--- src/rtl/gmii_rx_word_packer.sv ---
// gmii_rx_word_packer
//   Receive-side data-path adapter behind the GMII/RGMII adapter. Accepts
//   GMII bytes or MII nibbles qualified by rx_ce and optionally strips the
//   preamble and SFD. Packs the payload into OUT_BYTES-wide words with
//   sop/eop/err framing and keeps saturating frame and error counters.
//
// Ports
//   clock_clk      block clock
//   reset_reset_n  asynchronous active-low reset
//   mac_speed      [1]=1 selects MII nibble mode; [0] unused
//   rx_ce          sample strobe qualifying rx_dv/rx_er/rxd
//   rx_dv, rx_er   receive data valid / receive error
//   rxd            receive data (only [3:0] in MII mode)
//   out_valid      one-cycle word strobe
//   out_data       packed word, first byte in [7:0], unused lanes zero
//   out_bytes      valid byte count of the word, 1..OUT_BYTES
//   out_sop/eop    first / last word of the frame
//   out_err        frame error, meaningful with out_eop
//   frame_cnt      saturating count of frames ended (eop emitted)
//   err_cnt        saturating count of errored frames plus SFD-error drops
module gmii_rx_word_packer #(
    parameter int OUT_BYTES      = 4,
    parameter bit STRIP_PREAMBLE = 1'b1,
    parameter int CNT_W          = 16
) (
    input  logic                        clock_clk,
    input  logic                        reset_reset_n,
    input  logic [1:0]                  mac_speed,
    input  logic                        rx_ce,
    input  logic                        rx_dv,
    input  logic                        rx_er,
    input  logic [7:0]                  rxd,
    output logic                        out_valid,
    output logic [8*OUT_BYTES-1:0]      out_data,
    output logic [$clog2(OUT_BYTES):0]  out_bytes,
    output logic                        out_sop,
    output logic                        out_eop,
    output logic                        out_err,
    output logic [CNT_W-1:0]            frame_cnt,
    output logic [CNT_W-1:0]            err_cnt
);

    localparam int          CW   = $clog2(OUT_BYTES) + 1;
    localparam int unsigned NB   = OUT_BYTES;
    localparam logic [CW-1:0] FULL = CW'(OUT_BYTES);

    typedef enum logic [1:0] {
        S_IDLE,
        S_PREAMBLE,
        S_DATA,
        S_DROP
    } state_t;

    state_t state_q, state_d, eff_state;

    logic                   mii_q;
    logic                   mii_eff;
    logic                   nib_have_q, nib_have_d;
    logic [3:0]             nib_lo_q;
    logic                   byte_ok;
    logic [7:0]             byte_val;

    logic                   push;
    logic                   frame_end;
    logic                   sfd_err;
    logic                   set_err;
    logic                   frame_start;

    logic [8*OUT_BYTES-1:0] acc_q;
    logic [CW-1:0]          acc_cnt_q;
    logic                   sop_pend_q;
    logic                   sticky_q;

    logic                   unused_speed_bit;
    assign unused_speed_bit = mac_speed[0];

    function automatic logic [CNT_W-1:0] sat_inc(input logic [CNT_W-1:0] v);
        return (v == '1) ? v : v + 1'b1;
    endfunction

    // Byte formation. The mode is taken live from mac_speed only on the
    // sample that leaves IDLE; afterwards the latched copy is used.
    always_comb begin
        mii_eff    = (state_q == S_IDLE) ? mac_speed[1] : mii_q;
        byte_ok    = 1'b0;
        byte_val   = rxd;
        nib_have_d = nib_have_q;
        if (rx_ce) begin
            if (!rx_dv) begin
                // Frame end or idle: an odd trailing nibble is discarded.
                nib_have_d = 1'b0;
            end else if (mii_eff) begin
                if (nib_have_q) begin
                    byte_ok    = 1'b1;
                    byte_val   = {rxd[3:0], nib_lo_q};
                    nib_have_d = 1'b0;
                end else begin
                    nib_have_d = 1'b1;
                end
            end else begin
                byte_ok = 1'b1;
            end
        end
    end

    // Next-state logic. The sample that leaves IDLE is handled as the first
    // unit of the state being entered, so decode against eff_state.
    always_comb begin
        eff_state = state_q;
        push      = 1'b0;
        frame_end = 1'b0;
        sfd_err   = 1'b0;
        set_err   = 1'b0;
        if (state_q == S_IDLE && rx_ce && rx_dv) begin
            eff_state = STRIP_PREAMBLE ? S_PREAMBLE : S_DATA;
        end
        state_d = eff_state;
        case (eff_state)
            S_PREAMBLE: begin
                if (rx_ce && !rx_dv) begin
                    state_d = S_IDLE;
                end else if (byte_ok) begin
                    if (byte_val == 8'hD5) begin
                        state_d = S_DATA;
                    end else if (byte_val != 8'h55) begin
                        state_d = S_DROP;
                        sfd_err = 1'b1;
                    end
                end
            end
            S_DATA: begin
                if (rx_ce) begin
                    if (!rx_dv) begin
                        state_d   = S_IDLE;
                        frame_end = 1'b1;
                    end else begin
                        set_err = rx_er;
                        push    = byte_ok;
                    end
                end
            end
            S_DROP: begin
                if (rx_ce && !rx_dv) begin
                    state_d = S_IDLE;
                end
            end
            default: begin
                state_d = eff_state;
            end
        endcase
        frame_start = (state_d == S_DATA) && (state_q != S_DATA);
    end

    always_ff @(posedge clock_clk or negedge reset_reset_n) begin
        if (!reset_reset_n) begin
            state_q <= S_IDLE;
        end else begin
            state_q <= state_d;
        end
    end

    always_ff @(posedge clock_clk or negedge reset_reset_n) begin
        if (!reset_reset_n) begin
            mii_q      <= 1'b0;
            nib_have_q <= 1'b0;
            nib_lo_q   <= '0;
            acc_q      <= '0;
            acc_cnt_q  <= '0;
            sop_pend_q <= 1'b0;
            sticky_q   <= 1'b0;
            out_valid  <= 1'b0;
            out_data   <= '0;
            out_bytes  <= '0;
            out_sop    <= 1'b0;
            out_eop    <= 1'b0;
            out_err    <= 1'b0;
            frame_cnt  <= '0;
            err_cnt    <= '0;
        end else begin
            nib_have_q <= nib_have_d;
            if (rx_ce && rx_dv && !nib_have_q) begin
                nib_lo_q <= rxd[3:0];
            end
            if (state_q == S_IDLE && rx_ce && rx_dv) begin
                mii_q <= mac_speed[1];
            end

            out_valid <= 1'b0;
            out_data  <= '0;
            out_bytes <= '0;
            out_sop   <= 1'b0;
            out_eop   <= 1'b0;
            out_err   <= 1'b0;

            if (frame_start) begin
                sop_pend_q <= 1'b1;
                sticky_q   <= 1'b0;
                acc_q      <= '0;
                acc_cnt_q  <= '0;
            end

            // Must follow frame_start so an error on the first sample sticks.
            if (set_err) begin
                sticky_q <= 1'b1;
            end

            // A full word is held back until the next byte proves it is not
            // the last one; only then is it released with eop=0.
            if (push) begin
                if (acc_cnt_q == FULL) begin
                    out_valid  <= 1'b1;
                    out_data   <= acc_q;
                    out_bytes  <= FULL;
                    out_sop    <= sop_pend_q;
                    sop_pend_q <= 1'b0;
                    acc_q      <= '0;
                    acc_q[7:0] <= byte_val;
                    acc_cnt_q  <= CW'(1);
                end else begin
                    for (int unsigned i = 0; i < NB; i++) begin
                        if (acc_cnt_q == CW'(i)) begin
                            acc_q[8*i +: 8] <= byte_val;
                        end
                    end
                    acc_cnt_q <= acc_cnt_q + 1'b1;
                end
            end

            if (frame_end) begin
                if (acc_cnt_q != '0) begin
                    out_valid <= 1'b1;
                    out_data  <= acc_q;
                    out_bytes <= acc_cnt_q;
                    out_sop   <= sop_pend_q;
                    out_eop   <= 1'b1;
                    out_err   <= sticky_q;
                    frame_cnt <= sat_inc(frame_cnt);
                    if (sticky_q) begin
                        err_cnt <= sat_inc(err_cnt);
                    end
                end
                acc_q      <= '0;
                acc_cnt_q  <= '0;
                sop_pend_q <= 1'b0;
                sticky_q   <= 1'b0;
            end

            // Never coincides with an eop, so the two err_cnt updates are exclusive.
            if (sfd_err) begin
                err_cnt <= sat_inc(err_cnt);
            end
        end
    end

endmodule

--- config.mk ---
export PLATFORM = sky130hd
export DESIGN_NAME = gmii_rx_word_packer
export DESIGN_NICKNAME = d
export VERILOG_FILES = /design/src/rtl/gmii_rx_word_packer.sv
export SDC_FILE = /design/constraint.sdc
export NUM_CORES = 1
export LEC_CHECK = 0
export CAP_MARGIN = 10
export CORE_UTILIZATION = 40
export DETAILED_ROUTE_END_ITERATION = 7
export SYNTH_ARGS = -nofsm -noshare
export SYNTH_HDL_FRONTEND = slang
export SYNTH_SLANG_ARGS = --single-unit
--- constraint.sdc ---
create_clock -name clock_clk -period 7.4 [get_ports clock_clk]
set_input_delay 1.48 -clock clock_clk [delete_from_list [all_inputs] [get_ports clock_clk]]
set_output_delay 1.48 -clock clock_clk [all_outputs]
set_load 0.02 [all_outputs]
==> summary.txt, run 1 <==
Status: finished, final reports clean
Placed cell count: 664
Die ar.: 12,800 um2
Antenna Cells: 0
Worst setup path endpoint: frame_cnt[12]$_DFFE_PN0P_
Clock skew: 0.00870 ns
Clock transition at path regs: 0.05 ns
Post-layout util: 54.7%
Total GRT Usage: 17.4%
Period utilisation layout: 56.7%
#FFs+latches synth: 116
Max H-tree Level: 4
DR vias: 3,561
YS warnings: 0
Rows: 40
HP Class: flop to flop
Post-route minimum period: 4.20 ns
Register area share after synthesis: 58.6%
Routability cong.: 0.803
CTS Sinks: 116
Via/cell ratio: 5.12
Reported max-cap violation count: 0
HPWL after DPL: 7080 um
Cell variety after synth: 48
Post-route design area: 6600 um2
R2r setup slk: 4.34 ns
Critical R2R Capture: acc_cnt_q[1]$_DFFE_PN0P_
Layout cell share with drive strength beyond 1: 10.4%
Number of flops mapped to enable cells by yosys: 0
Clock root cell: clkbuf_16
DRT Wirelength: 10,300 um
# fillers: 1,047
Multi-input logic area: 1920 um2
WL per Instance: 14.9 um
Core region area: 12,100 um2
Post-synth top area share: 58.6%
Total CTS buffers: 17
Max-slew violations: 0
Post-Syn Nets: 450
I/O pin count: 86
Top cells by area, synth: dfrtp_1, and2_1, nand3_1
Slew headroom: 24.5%
Final nets: 537
Die W: 113 um
Post-Synthesis Mean Instance Area: 11.6 um2
Port Buffer Count: 84
Layout area overhead: 33.1%
Total gr overflow: 0
Leak: 2.99 nW
Hold Violations, Final: 0
Critical-path maximum fanout: 16
R2R Path Start: state_q[1]$_DFF_PN0_
Register Area: 2900 um2
Register-to-Register Path Depth: 6
Drt first-iter violations: 232
Clk_lat worst skew: 0.40 ns
Crit start category: input pin
RSZ-0062 raised after global routing: false
Pwr Density: 301 nW/um2
DRC viols: 0
Leading area contributor after synthesis: dfrtp_1
Maximum clock frequency: 238 MHz
CP Data Required Time: 7.68 ns
Synth Instances: 428
Vias in the first global route: 3,443
Final ANT Viol Nets: 0
Most frequent cells in the layout: dfrtp_1, clkdlybuf4s50_1, nand3_1, and2_1, nand2_1
Main synth FF type: dfrtp_1
Worst Setup SP: rx_dv
Die height: 113 um
Worst vdd ir: 0.135 mV
First-pass GRT wire length: 17,200 um
Slew @ Worst Pin: 1.13 ns
Initial Utilization: 41.1%
CTS tree: done
Setup crit end kind: flop
Synthesized cell area: 4960 um2
WP data arrival: 4.48 ns
Post CTS Setup Buffer Count: 0
Max Root-Sink Buffers: 2
Drt first pass iters: 4
Fin cells: 696
Pin count of the biggest net entering global routing: 73
# hold bufs at CTS: 0
Most common cell after layout, fill and taps aside: dfrtp_1
Cell Area, Placed: 5940 um2
# resized after CTS: 0
Post-Route Setup TNS: 0 ns
Antenna violations before repair: 0
# setup viols final: 0
Setup Crit Path Kind: input pin to flop
Fraction of registers with async set/reset: 100%
state kept, by name (all words and copies together), names as in the netlist:
register	count
mii_q	1
out_sop	1
err_cnt	16
acc_q	32
nib_have_q	1
sop_pend_q	1
out_err	1
sticky_q	1
out_bytes	3
acc_cnt_q	3
out_data	32
state_q	2
frame_cnt	16
nib_lo_q	4
out_valid	1
out_eop	1
per-stage QoR:
stage               power, W  setup slack, ns  hold slack [ns]
finish               0.00198             3.20            0.482
global placement     0.00107             2.85            0.461
global route         0.00207             2.87            0.496
detailed placement   0.00108             2.81            0.471
CTS                  0.00200             3.22            0.483
floorplan           0.000972             4.08            0.453
layout make-up:
cell class	count	share of cell area, %
Clock buffer	22	6.89
Clock inverter	10	3.07
Inverter	13	0.740
Multi-Input combinational cell	280	29.1
Sequential cell	116	44.0
Tap cell	168	3.19
Timing Repair Buffer	87	13.1
kinds of logic (layout without fill, tap and decap cells):
logic type	count (synthesis)	in the layout	share of synthesized area (%)
and+or+nand+nor	164	164	18.7
DFF	116	116	58.6
AOI/OAI and AO/OA	61	61	8.88
muxes	20	20	4.42
buffers and inverters	32	132	2.78
xor gates and xnor gates	28	28	4.95
adders and majority gates	7	7	1.77
cell usage after synthesis, types with 2 or more instances:
library cell,count
o31ai_1,2
o21ai_0,9
nor3_1,9
a21oi_1,4
buf_2,5
nand3_1,45
mux2_2,15
nand2_1,29
o21ai_1,2
inv_1,13
o31a_1,2
o22ai_1,24
nor2_1,6
a21oi_2,3
nand3b_1,2
and2_1,37
nand4_1,8
nor2b_1,2
ha_1,7
xnor2_1,11
dfrtp_1,116
nand2b_1,2
and4_1,2
or4bb_1,2
nor4_1,3
nor4b_1,2
a32o_1,8
nor3b_1,2
xor2_1,17
and3_1,5
nor4_2,3
mux2i_1,5
clkbuf_1,11
per-layer routing:
layer | up-vias | GRT usage (%) | wire (um)
met1 | 1762 | 24.3 | 4960
met2 | 87 | 26.0 | 4790
met5 | - | 0 | 0
met4 | 0 | 6.75 | 155
met3 | 15 | 4.66 | 434
li1 | 1697 | - | -
worst min-delay path by stage:
stage          depth (start not counted)                        to                      from
5_1_grt                                1    out_data[18]$_DFF_PN0_       acc_q[18]$_DFF_PN0_
3_5_place_dp                           1  frame_cnt[9]$_DFFE_PN0P_  frame_cnt[9]$_DFFE_PN0P_
6_report                               1    out_data[29]$_DFF_PN0_       acc_q[29]$_DFF_PN0_
4_1_cts                                1  frame_cnt[9]$_DFFE_PN0P_  frame_cnt[9]$_DFFE_PN0P_
3_3_place_gp                           1    out_data[22]$_DFF_PN0_       acc_q[22]$_DFF_PN0_
2_1_floorplan                          1     out_data[0]$_DFF_PN0_        acc_q[0]$_DFF_PN0_
report_power, final:
part	switching, W	internal [W]	total [W]
clock	0.000272	0.000638	0.000910
combinational	0.000176	0.000124	0.000300
sequential	0.0000671	0.000708	0.000775
critical path, stage by stage:
cell and delay (ns):
clkdlybuf4s50_1 0.52, nand4bb_1 0.71, a21oi_1 0.64, o31a_1 0.39
nor2b_1 0.41, nand4_1 0.17, xnor2_1 0.15
Note: power is estimated with default switching activity, not from simulation.
==> inputs of run 2 (changes only) <==
==> constraint.sdc (replaced) <==
create_clock -name clock_clk -period 4.1 [get_ports clock_clk]
set_input_delay 0.82 -clock clock_clk [delete_from_list [all_inputs] [get_ports clock_clk]]
set_output_delay 0.82 -clock clock_clk [all_outputs]
set_load 0.02 [all_outputs]
==> run 2 against run 1 <==
Sequential share of layout area increased by 0.42 points. Register-to-register slack worse by 2.9 ns. Utilization fell by 0.52 points.
==> summary.txt, run 2 (synthesis results as in run 1) <==
Status: finished, final reports clean
Crit-path leading delay family: simple AND/OR/NAND/NOR gates
Die ar.: 12,800 um2 (unchanged)
Critical Path Slowest Stage Cell: clkdlybuf4s50_1
Hold Violations, Final: 0 (unchanged)
Rows: 40 (unchanged)
Most frequent cells in the layout: dfrtp_1, clkdlybuf4s50_1, nand3_1, and2_1, nand2_1
CTS Sinks: 116 (unchanged)
# setup viols final: 0 (unchanged)
Setup crit end kind: flop
Cell Area, Placed: 5980 um2 (+0.72%)
Total GRT Usage: 17.5% (about the same)
WP buf/inv: 2 (+1)
Max H-tree Level: 4 (unchanged)
Clk_lat worst skew: 0.40 ns (about the same)
DRT Wirelength: 10,300 um (-0.24%)
Total gr overflow: 0 (unchanged)
HP Class: flop to flop
Final nets: 541 (+0.74%)
Routability cong.: 0.800 (-0.45%)
Post-route design area: 6530 um2 (-0.95%)
WP data arrival: 3.25 ns (-1.23 ns)
Final ANT Viol Nets: 0 (unchanged)
Reported max-cap violation count: 0 (unchanged)
Max Root-Sink Buffers: 2 (unchanged)
Max-slew violations: 0 (unchanged)
Slew headroom: 53.2% (+29 points)
Clock skew: 0.00452 ns (-0.00417 ns)
# hold bufs at CTS: 0 (unchanged)
Biggest regs: acc_q x32, out_data x32
Layout area overhead: 31.8%
CTS tree: done
HPWL after DPL: 6960 um (-1.6%)
# fillers: 1,079 (+3.1%)
Clock transition at path regs: 0.05 ns (about the same)
Vias in the first global route: 3,525 (+2.4%)
DR vias: 3,533 (-0.79%)
Drt first-iter violations: 209 (-9.9%)
Drt first pass iters: 4 (unchanged)
Crit start category: input pin
Core region area: 12,100 um2 (unchanged)
Pin count of the biggest net entering global routing: 117 (+60%)
Most common cell after layout, fill and taps aside: dfrtp_1
Antenna Cells: 0 (unchanged)
Leak: 2.97 nW (-0.60%)
Post-route minimum period: 2.97 ns
Largest stage delay, worst path: 0.52 ns (-0.19 ns)
Die height: 113 um (unchanged)
Antenna violations before repair: 0 (unchanged)
Period utilisation layout: 72.4%
First-pass GRT wire length: 17,300 um (+0.80%)
Pwr Density: 506 nW/um2 (+68%)
Total CTS buffers: 17 (unchanged)
Via/cell ratio: 5.07 (-0.93%)
# resized after CTS: 0 (unchanged)
Initial Utilization: 41.1% (unchanged)
DRC viols: 0 (unchanged)
Layout cell share with drive strength beyond 1: 11.0% (+0.55 points)
Worst vdd ir: 0.234 mV (+73%)
Post-layout util: 54.2% (-0.52 points)
I/O pin count: 86 (unchanged)
Power, Total: 0.00331 W (+67%)
Die W: 113 um (unchanged)
Clock root cell: clkbuf_16
Post-Route Setup TNS: 0 ns (unchanged)
Post CTS Setup Buffer Count: 0 (unchanged)
Critical path cell sequence: clkdlybuf4s50_1 > nand4bb_1 > buf_4 > a21oi_1 > o31a_1 > nor2b_1 > nand4_1 > xnor2_1
CP Data Required Time: 4.39 ns (-3.29 ns)
RSZ-0062 raised after global routing: false
Critical-path maximum fanout: 16 (unchanged)
WL per Instance: 14.8 um (-0.38%)
Slew @ Worst Pin: 0.702 ns (-0.429 ns)
Setup Crit Path Kind: input pin to flop
Maximum clock frequency: 337 MHz
Port Buffer Count: 84 (unchanged)
run 2: final timing paths:
check	from	to	slack, ns	cells past startpoint
worst min-delay path	acc_q[22]$_DFF_PN0_	out_data[22]$_DFF_PN0_	0.48	1
max in group asynchronous	reset_reset_n	out_data[23]$_DFF_PN0_	3.16	2
worst max register to register	state_q[1]$_DFF_PN0_	acc_q[27]$_DFF_PN0_	1.48	6
worst max-delay path	rx_dv	frame_cnt[12]$_DFFE_PN0P_	1.13	8
worst min register to register	acc_q[22]$_DFF_PN0_	out_data[22]$_DFF_PN0_	0.48	1
min in group asynchronous	reset_reset_n	err_cnt[15]$_DFFE_PN0P_	0.49	2
run 2: power by group:
group          switching [W]  internal [W]  total, W  leakage (nW)
Sequential          0.000120       0.00128   0.00140          1.58
Combinational       0.000314      0.000233  0.000547          1.11
Clock               0.000465      0.000897   0.00136         0.278
run 2: area by class of cell:
| cell class | instances | area [um2] | share of cell area, % |
|---|---|---|---|
| Inverter | 13 | 48.8 | 0.747 |
| Tap cell | 168 | 210 | 3.22 |
| Clock buffer | 24 | 502 | 7.68 |
| Timing Repair Buffer | 91 | 903 | 13.8 |
| Sequential cell | 116 | 2900 | 44.4 |
| Clock inverter | 5 | 50.0 | 0.766 |
| Multi-Input combinational cell | 280 | 1920 | 29.3 |
run 2: through the flow:
step / cells / hold WS, ns / setup WS, ns
after floorplan: 428 / 0.453 / 1.44
after global placement: 668 / 0.464 / 0.672
after detailed placement: 668 / 0.466 / 0.664
after CTS: 697 / 0.478 / 1.08
after global routing: 697 / 0.487 / 0.845
final: 697 / 0.476 / 1.13
run 2: metal layers:
layer | global-route usage, % | routed length [um] | vias up
li1 | - | - | 1701
met1 | 23.8 | 4900 | 1733
met2 | 26.2 | 4780 | 77
met3 | 4.50 | 394 | 22
met4 | 7.98 | 238 | 0
met5 | 0 | 0 | -
==> edit 1, RTL diff (settings of run 2) <==
The parameter `CNT_W` goes from 16 to 24.
--- a/src/rtl/gmii_rx_word_packer.sv
+++ b/src/rtl/gmii_rx_word_packer.sv
@@ -21,7 +21,7 @@
 module gmii_rx_word_packer #(
     parameter int OUT_BYTES      = 4,
     parameter bit STRIP_PREAMBLE = 1'b1,
-    parameter int CNT_W          = 16
+    parameter int CNT_W          = 24
 ) (
     input  logic                        clock_clk,
     input  logic                        reset_reset_n,
Ports: changed (resized err_cnt and frame_cnt); port bits go from 86 to 102. No check against the original RTL was run, so the function may have changed too.
==> edit 1 against run 2 <==
Setup slack worse by 13 ps. Synthesized cell count is 7.9% higher. Die area is 11% higher. Cell area is 12% higher. Sequential cell count is 16 higher. Utilization is 0.58 points higher. Wire length is 18% higher. Hold slack hardly changed. Area after synthesis is 11% higher. Via count is 12% higher. Global-route usage is 0.88 points higher. Power is 14% higher. Count of clock-buffer cells in the layout is 4 lower. Highest routed layer unchanged.
==> edit 1: results (changes against run 2) <==
Run status:
- The run finished with clean final reports.

Place:
- The routability congestion estimate is 0.8094 (+1.2%).
- The count of buffers inserted at the top-level ports was 100 (+19%).
- The total half-perimeter wirelength after legalization and detailed placement came to 8.389 mm (+20%).

Global route:
- The met1 track demand over resource was 24.69% (+0.90 points).
- The largest net degree at the start of global routing was 69 (-41%).
- The met2 layer usage reported by global route is 27.64% (+1.4 points).
- The all-layer global routing usage is 18.34% (+0.88 points).
- The met3 usage came to 4.848% (+0.35 points).
- The number of global-route vias before repair is 3938 (+12%).
- The number of antenna violations at the first check in global routing is 0 (unchanged).
- The global-route wire length before repair is 20.07 mm (+16%).

Hold path:
- For hold timing, the worst endpoint is acc_q[19].
- The instance count along the most critical hold path came to 1 (unchanged).
- The hold path startpoint is acc_q[19].

Clocking:
- The clock root buffer is sky130_fd_sc_hd__clkbuf_16.
- The clock latency on the worst-skew pair came to 420 ps (+20 ps).
- The total of cells resized after clock tree synthesis is 0 (unchanged).
- The number of CTS-inserted buffers was 17 (unchanged).
- The buffers inserted during post-CTS setup optimization was 0 (unchanged).
- The clock-pin slew on the worst setup and hold paths is 60 ps.

Timing:
- The worst hold slack across all endpoints is 476.0 ps (-0.3690 ps).
- The final setup skew was 7.317 ps (+2.795 ps).
- The remaining max-slew budget at the tightest pin is 45.28% (-7.9 points).

Worst setup path:
- For this design, the slowest cell found on the critical path is sky130_fd_sc_hd__or4_1.
- The worst register-to-register path ends at acc_q[13].
- The slack of the worst reg-to-reg path is 1510 ps (+30 ps).
- The critical path data arrival time is 3260 ps (about the same).
- The maximum fanout encountered on the critical timing path is 8 (-8).
- The reg-to-reg critical path startpoint is state_q[0].
- The delay contributed by the slowest stage of the critical path came to 600 ps (+80 ps).

Logic synthesis:
- The distinct cell type count of the synthesized netlist is 51 (+6.3%).
- Sorting the synthesized cells by how often they occur yields sky130_fd_sc_hd__dfrtp_1 (132), sky130_fd_sc_hd__and2_1 (39), sky130_fd_sc_hd__xnor2_1 (33).
- The net count after synthesis came to 484 (+7.6%).
- The share of synthesized area occupied by flip-flops and latches is 59.80% (+1.2 points).
- By area the synthesized netlist is led by sky130_fd_sc_hd__dfrtp_1 (60%), sky130_fd_sc_hd__xnor2_1 (5.2%), sky130_fd_sc_hd__o2bb2ai_1 (5.1%), sky130_fd_sc_hd__and2_1 (4.4%), sky130_fd_sc_hd__and3_1 (2.0%).
- The warning count from the yosys run is 0 (unchanged).

Cells and area:
- The number of filler cells placed in the layout is 1186 (+9.9%).
- The ratio of cells with drive above 1 in the final layout is 8.062% (-2.9 points).
- The antenna diode count is 0 (unchanged).
- The number of nets at the end of the flow is 592 (+9.4%).

Power and ir drop:
- The peak ir drop on the vdd network came to 0.0003025 V (+29%).
- The power consumption came to 0.003761 W (+14%).
- The static leakage power is 3.207 nW (+8.0%).

Detailed routing:
- The count of routing violations after the opening detailed-route iteration is 192 (-8.1%).
- The total iterations of the first detailed-routing run came to 4 (unchanged).
- The wire length reported by the detailed router came to 12.12 mm (+18%).
- The detail-routed via count per cell is 5.208 (+2.7%).

Run:
- The count of maximum capacitance violations is 0 (unchanged).
==> edit 1: area by class of cell <==
cell class,count,area share [%]
clock buffer,20,6.249
clock inverter,12,1.781
inverter,13,0.6677
multi-input combinational,302,28.85
sequential,132,45.20
tap,176,3.013
timing repair buffer,104,14.24
==> edit 1: through the flow <==
stage,utilization [%],setup slack [ps],std cells,instance area (µm²)
after global placement,50.36,768.7,727,6721
after global routing,54.75,1018,759,7308
after detailed placement,50.36,698.2,727,6721
final,54.75,1118,759,7308
after CTS,54.75,1138,759,7308
after floorplan,-,1445,462,5524
==> edit 1: cells by family (layout without fill, tap and decap cells) <==
group | after synthesis | after routing | share of synthesized area, %
AND/OR/NAND/NOR | 174 | 174 | 17.78
flip-flops | 132 | 132 | 59.80
AO/OA/AOI/OAI | 63 | 63 | 9.083
XOR/XNOR | 42 | 42 | 6.659
buffers and inverters | 28 | 149 | 2.038
multiplexers | 16 | 16 | 3.058
adder cells (fa/ha/maj) | 7 | 7 | 1.585
==> edit 1: worst reg2reg max path, cell delays in order, from the launching register on <==
cell                        delay [ps]
sky130_fd_sc_hd__dfrtp_1           460
sky130_fd_sc_hd__or3b_1            490
sky130_fd_sc_hd__a211oi_2          290
sky130_fd_sc_hd__mux2i_1           110
sky130_fd_sc_hd__or4_1             600
sky130_fd_sc_hd__and3_1            340
sky130_fd_sc_hd__o2bb2ai_1         180
==> edit 1: where the power goes <==
group | switching [W] | internal (W) | total (W)
Clock | 0.000560 | 0.000926 | 0.00149
Sequential | 0.000144 | 0.00148 | 0.00163
Combinational | 0.000349 | 0.000298 | 0.000646
==> edit 1: how the worst max path moves through the flow <==
stage	from	endpoint	slack [ps]	depth (start not counted)
finish	mac_speed[1]	acc_q[13]	1120	7
global route	mac_speed[1]	acc_q[13]	1020	7
CTS	mac_speed[1]	acc_q[25]	1140	7
detailed placement	mac_speed[1]	acc_q[25]	700	7
global placement	mac_speed[1]	acc_q[27]	770	7
floorplan	mac_speed[1]	acc_q[23]	1440	9
==> edit 1: metal layers <==
layer / vias up / wire length [µm]
li1: 1866 / -
met5: - / 0
met3: 21 / 502
met1: 1980 / 5682
met4: 0 / 260
met2: 86 / 5675
==> edit 2, RTL diff (flow settings as in run 2) <==
Made on the original files. Register the output `err_cnt` once more, cleared by the reset; this adds one clock of latency there. The other outputs are not delayed to match.
--- a/src/rtl/gmii_rx_word_packer.sv
+++ b/src/rtl/gmii_rx_word_packer.sv
@@ -51,6 +51,8 @@
         S_DROP
     } state_t;
 
+    logic [CNT_W-1:0] err_cnt_s0;
+
     state_t state_q, state_d, eff_state;
 
     logic                   mii_q;
@@ -175,7 +177,7 @@
             out_eop    <= 1'b0;
             out_err    <= 1'b0;
             frame_cnt  <= '0;
-            err_cnt    <= '0;
+            err_cnt_s0 <= '0;
         end else begin
             nib_have_q <= nib_have_d;
             if (rx_ce && rx_dv && !nib_have_q) begin
@@ -236,7 +238,7 @@
                     out_err   <= sticky_q;
                     frame_cnt <= sat_inc(frame_cnt);
                     if (sticky_q) begin
-                        err_cnt <= sat_inc(err_cnt);
+                        err_cnt_s0 <= sat_inc(err_cnt_s0);
                     end
                 end
                 acc_q      <= '0;
@@ -247,8 +249,16 @@
 
             // Never coincides with an eop, so the two err_cnt updates are exclusive.
             if (sfd_err) begin
-                err_cnt <= sat_inc(err_cnt);
-            end
+                err_cnt_s0 <= sat_inc(err_cnt_s0);
+            end
+        end
+    end
+
+    always_ff @(posedge clock_clk or negedge reset_reset_n) begin
+        if (!reset_reset_n) begin
+            err_cnt <= '0;
+        end else begin
+            err_cnt <= err_cnt_s0;
         end
     end
 
Function: changed (a bounded check fails within 4 cycles, from zero or initial values and one cycle with reset_reset_n low).
==> edit 2 against run 2 <==
Critical path depth fell by 2. Via count grew 3.3%. Die area is 8.3% higher. Cell area increased by 7.0%. Wire length up 5.5%. Area after synthesis up 8.4%. Global-route usage is 0.19 points lower. Sequential cell count is 16 higher. Power is 16% higher. Clock power grew 9.6%. Setup slack got worse by 180 ps.
==> edit 2: results (changes against run 2) <==
Logic synthesis:
- The post-synthesis compound-gate area fraction is 8.869% (-0.016 points).
- By count the netlist is led by sky130_fd_sc_hd__dfrtp_1 (132), sky130_fd_sc_hd__and2_1 (41), sky130_fd_sc_hd__nand3_1 (26).
- The distinct cell type count of the synthesized netlist is 51 (+6.3%).
- Sorting the synthesized cells by area gives the leading types as sky130_fd_sc_hd__dfrtp_1 (61%), sky130_fd_sc_hd__and2_1 (4.8%), sky130_fd_sc_hd__a32o_1 (3.5%), sky130_fd_sc_hd__xnor2_1 (3.1%), sky130_fd_sc_hd__nand3_1 (2.4%).
- The warning count from the yosys run was 0 (unchanged).
- The synthesized-area fraction occupied by adder cells was 1.629% (-0.14 points).
- The post-synthesis xor/xnor area fraction came to 4.562% (-0.38 points).
- The mean cell area of the mapped netlist is 12.22 µm² (+5.5%).
- The proportion of synthesized area in mux cells is 3.608% (-0.81 points).
- The net count after synthesis is 462 (+2.7%).
- The share of synthesized area occupied by flip-flops and latches is 61.45% (+2.9 points).

Power and ir drop:
- The static leakage power is 3.119 nW (+5.0%).
- The peak ir drop on the vdd network was 0.0003031 V (+29%).

Place:
- The setup slack after placement came to 564.5 ps (-99.42 ps).
- The instance area after placement is 6395 µm² (+6.9%).
- The placed instance count is 684 (+2.4%).
- The total half-perimeter wirelength after legalization and detailed placement is 7.329 mm (+5.3%).
- The routability congestion estimate is 0.7993 (about the same).

Global route:
- The global-route wire length before repair is 18.62 mm (+7.5%).
- The all-layer global routing usage is 17.27% (-0.19 points).
- The largest net degree at the start of global routing is 72 (-38%).
- The number of global-route vias before repair is 3625 (+2.8%).

Worst setup path:
- The critical path data arrival time is 3380 ps (+130 ps).
- The delay contributed by the slowest stage of the critical path is 930 ps (+410 ps).
- The gate family responsible for the most delay along the worst path is simple AND/OR/NAND/NOR gates.
- The maximum fanout encountered on the critical timing path came to 18 (+2).
- The slowest stage of the critical path is the sky130_fd_sc_hd__nor3_2 cell.

Cells and area:
- The ratio of cells with drive above 1 in the final layout came to 10.66% (-0.30 points).
- The number of filler cells placed in the layout came to 1107 (+2.6%).
- The number of nets at the end of the flow came to 553 (+2.2%).
- The final instance count without filler cells is 716 (+2.7%).

Detailed routing:
- The count of nets left with antenna violations after detail routing came to 0 (unchanged).
- The detail-routed via count per cell is 5.099 (+0.60%).
- The wire length reported by the detailed router is 10.88 mm (+5.5%).
- The count of routing violations after the opening detailed-route iteration is 269 (+29%).

Timing:
- The measured slew at the worst slew-check pin is 1132 ps (+429.9 ps).

Run status:
- The run finished with clean final reports.

Clocking:
- The clock latency on the worst-skew pair is 420 ps (+20 ps).
- The total of cells resized after clock tree synthesis came to 0 (unchanged).
[edit 2: cell count changes in the layout (fill, tap and decap cells not counted), sizes merged, moves of 6 or more]
cell / change
a32o: +11
o32ai: +6
xor2: -8
nand3: -19
o22ai: -15
xnor2: +8
nor2: +15
nor4: -6
dfrtp: +16
o21ai: -8
[edit 2: logic make-up (layout without fill, tap and decap cells)]
logic type / count (synthesis) / count (layout)
muxes: 18 / 18
DFF: 132 / 132
AOI/OAI and AO/OA: 58 / 58
xor gates and xnor gates: 28 / 28
adders and majority gates: 7 / 7
and+or+nand+nor: 165 / 165
buffers and inverters: 32 / 136
[edit 2: report_power, final]
group	leakage (nW)	switching, W	internal, W
combinational	1.05	0.000374	0.000313
clock	0.285	0.000550	0.000941
sequential	1.79	0.000156	0.00151
total	3.12	0.00108	0.00277
[edit 2: routing by layer]
metal | global-route usage, % | part of all wire (%) | up-vias
met5 | 0 | 0 | -
met4 | 8.654 | 1.7 | 0
met3 | 4.797 | 4.1 | 15
met2 | 26.10 | 47 | 92
met1 | 22.75 | 47 | 1785
li1 | - | - | 1759
[edit 2: final timing paths]
kind / from / end / slack, ps / cells past startpoint
worst max-delay path: mac_speed[1] / acc_q[26] / 950 / 6
worst min-delay path: err_cnt_s0[3] / err_cnt[3] / 420 / 0
worst max register to register: state_q[0] / acc_q[26] / 1340 / 5
worst min register to register: err_cnt_s0[3] / err_cnt[3] / 420 / 0
max in group asynchronous: reset_reset_n / acc_q[23] / 2720 / 2
min in group asynchronous: reset_reset_n / out_valid / 520 / 1
[edit 2: cell type report]
cell class                 instances  area, µm²  area share (%)
clock buffer                      20      466.7           6.677
tap                              172      215.2           3.079
clock inverter                    12      127.6           1.826
multi-input combinational        276       1921           27.48
timing repair buffer              92      910.9           13.03
inverter                          12      45.04          0.6445
sequential                       132       3303           47.26
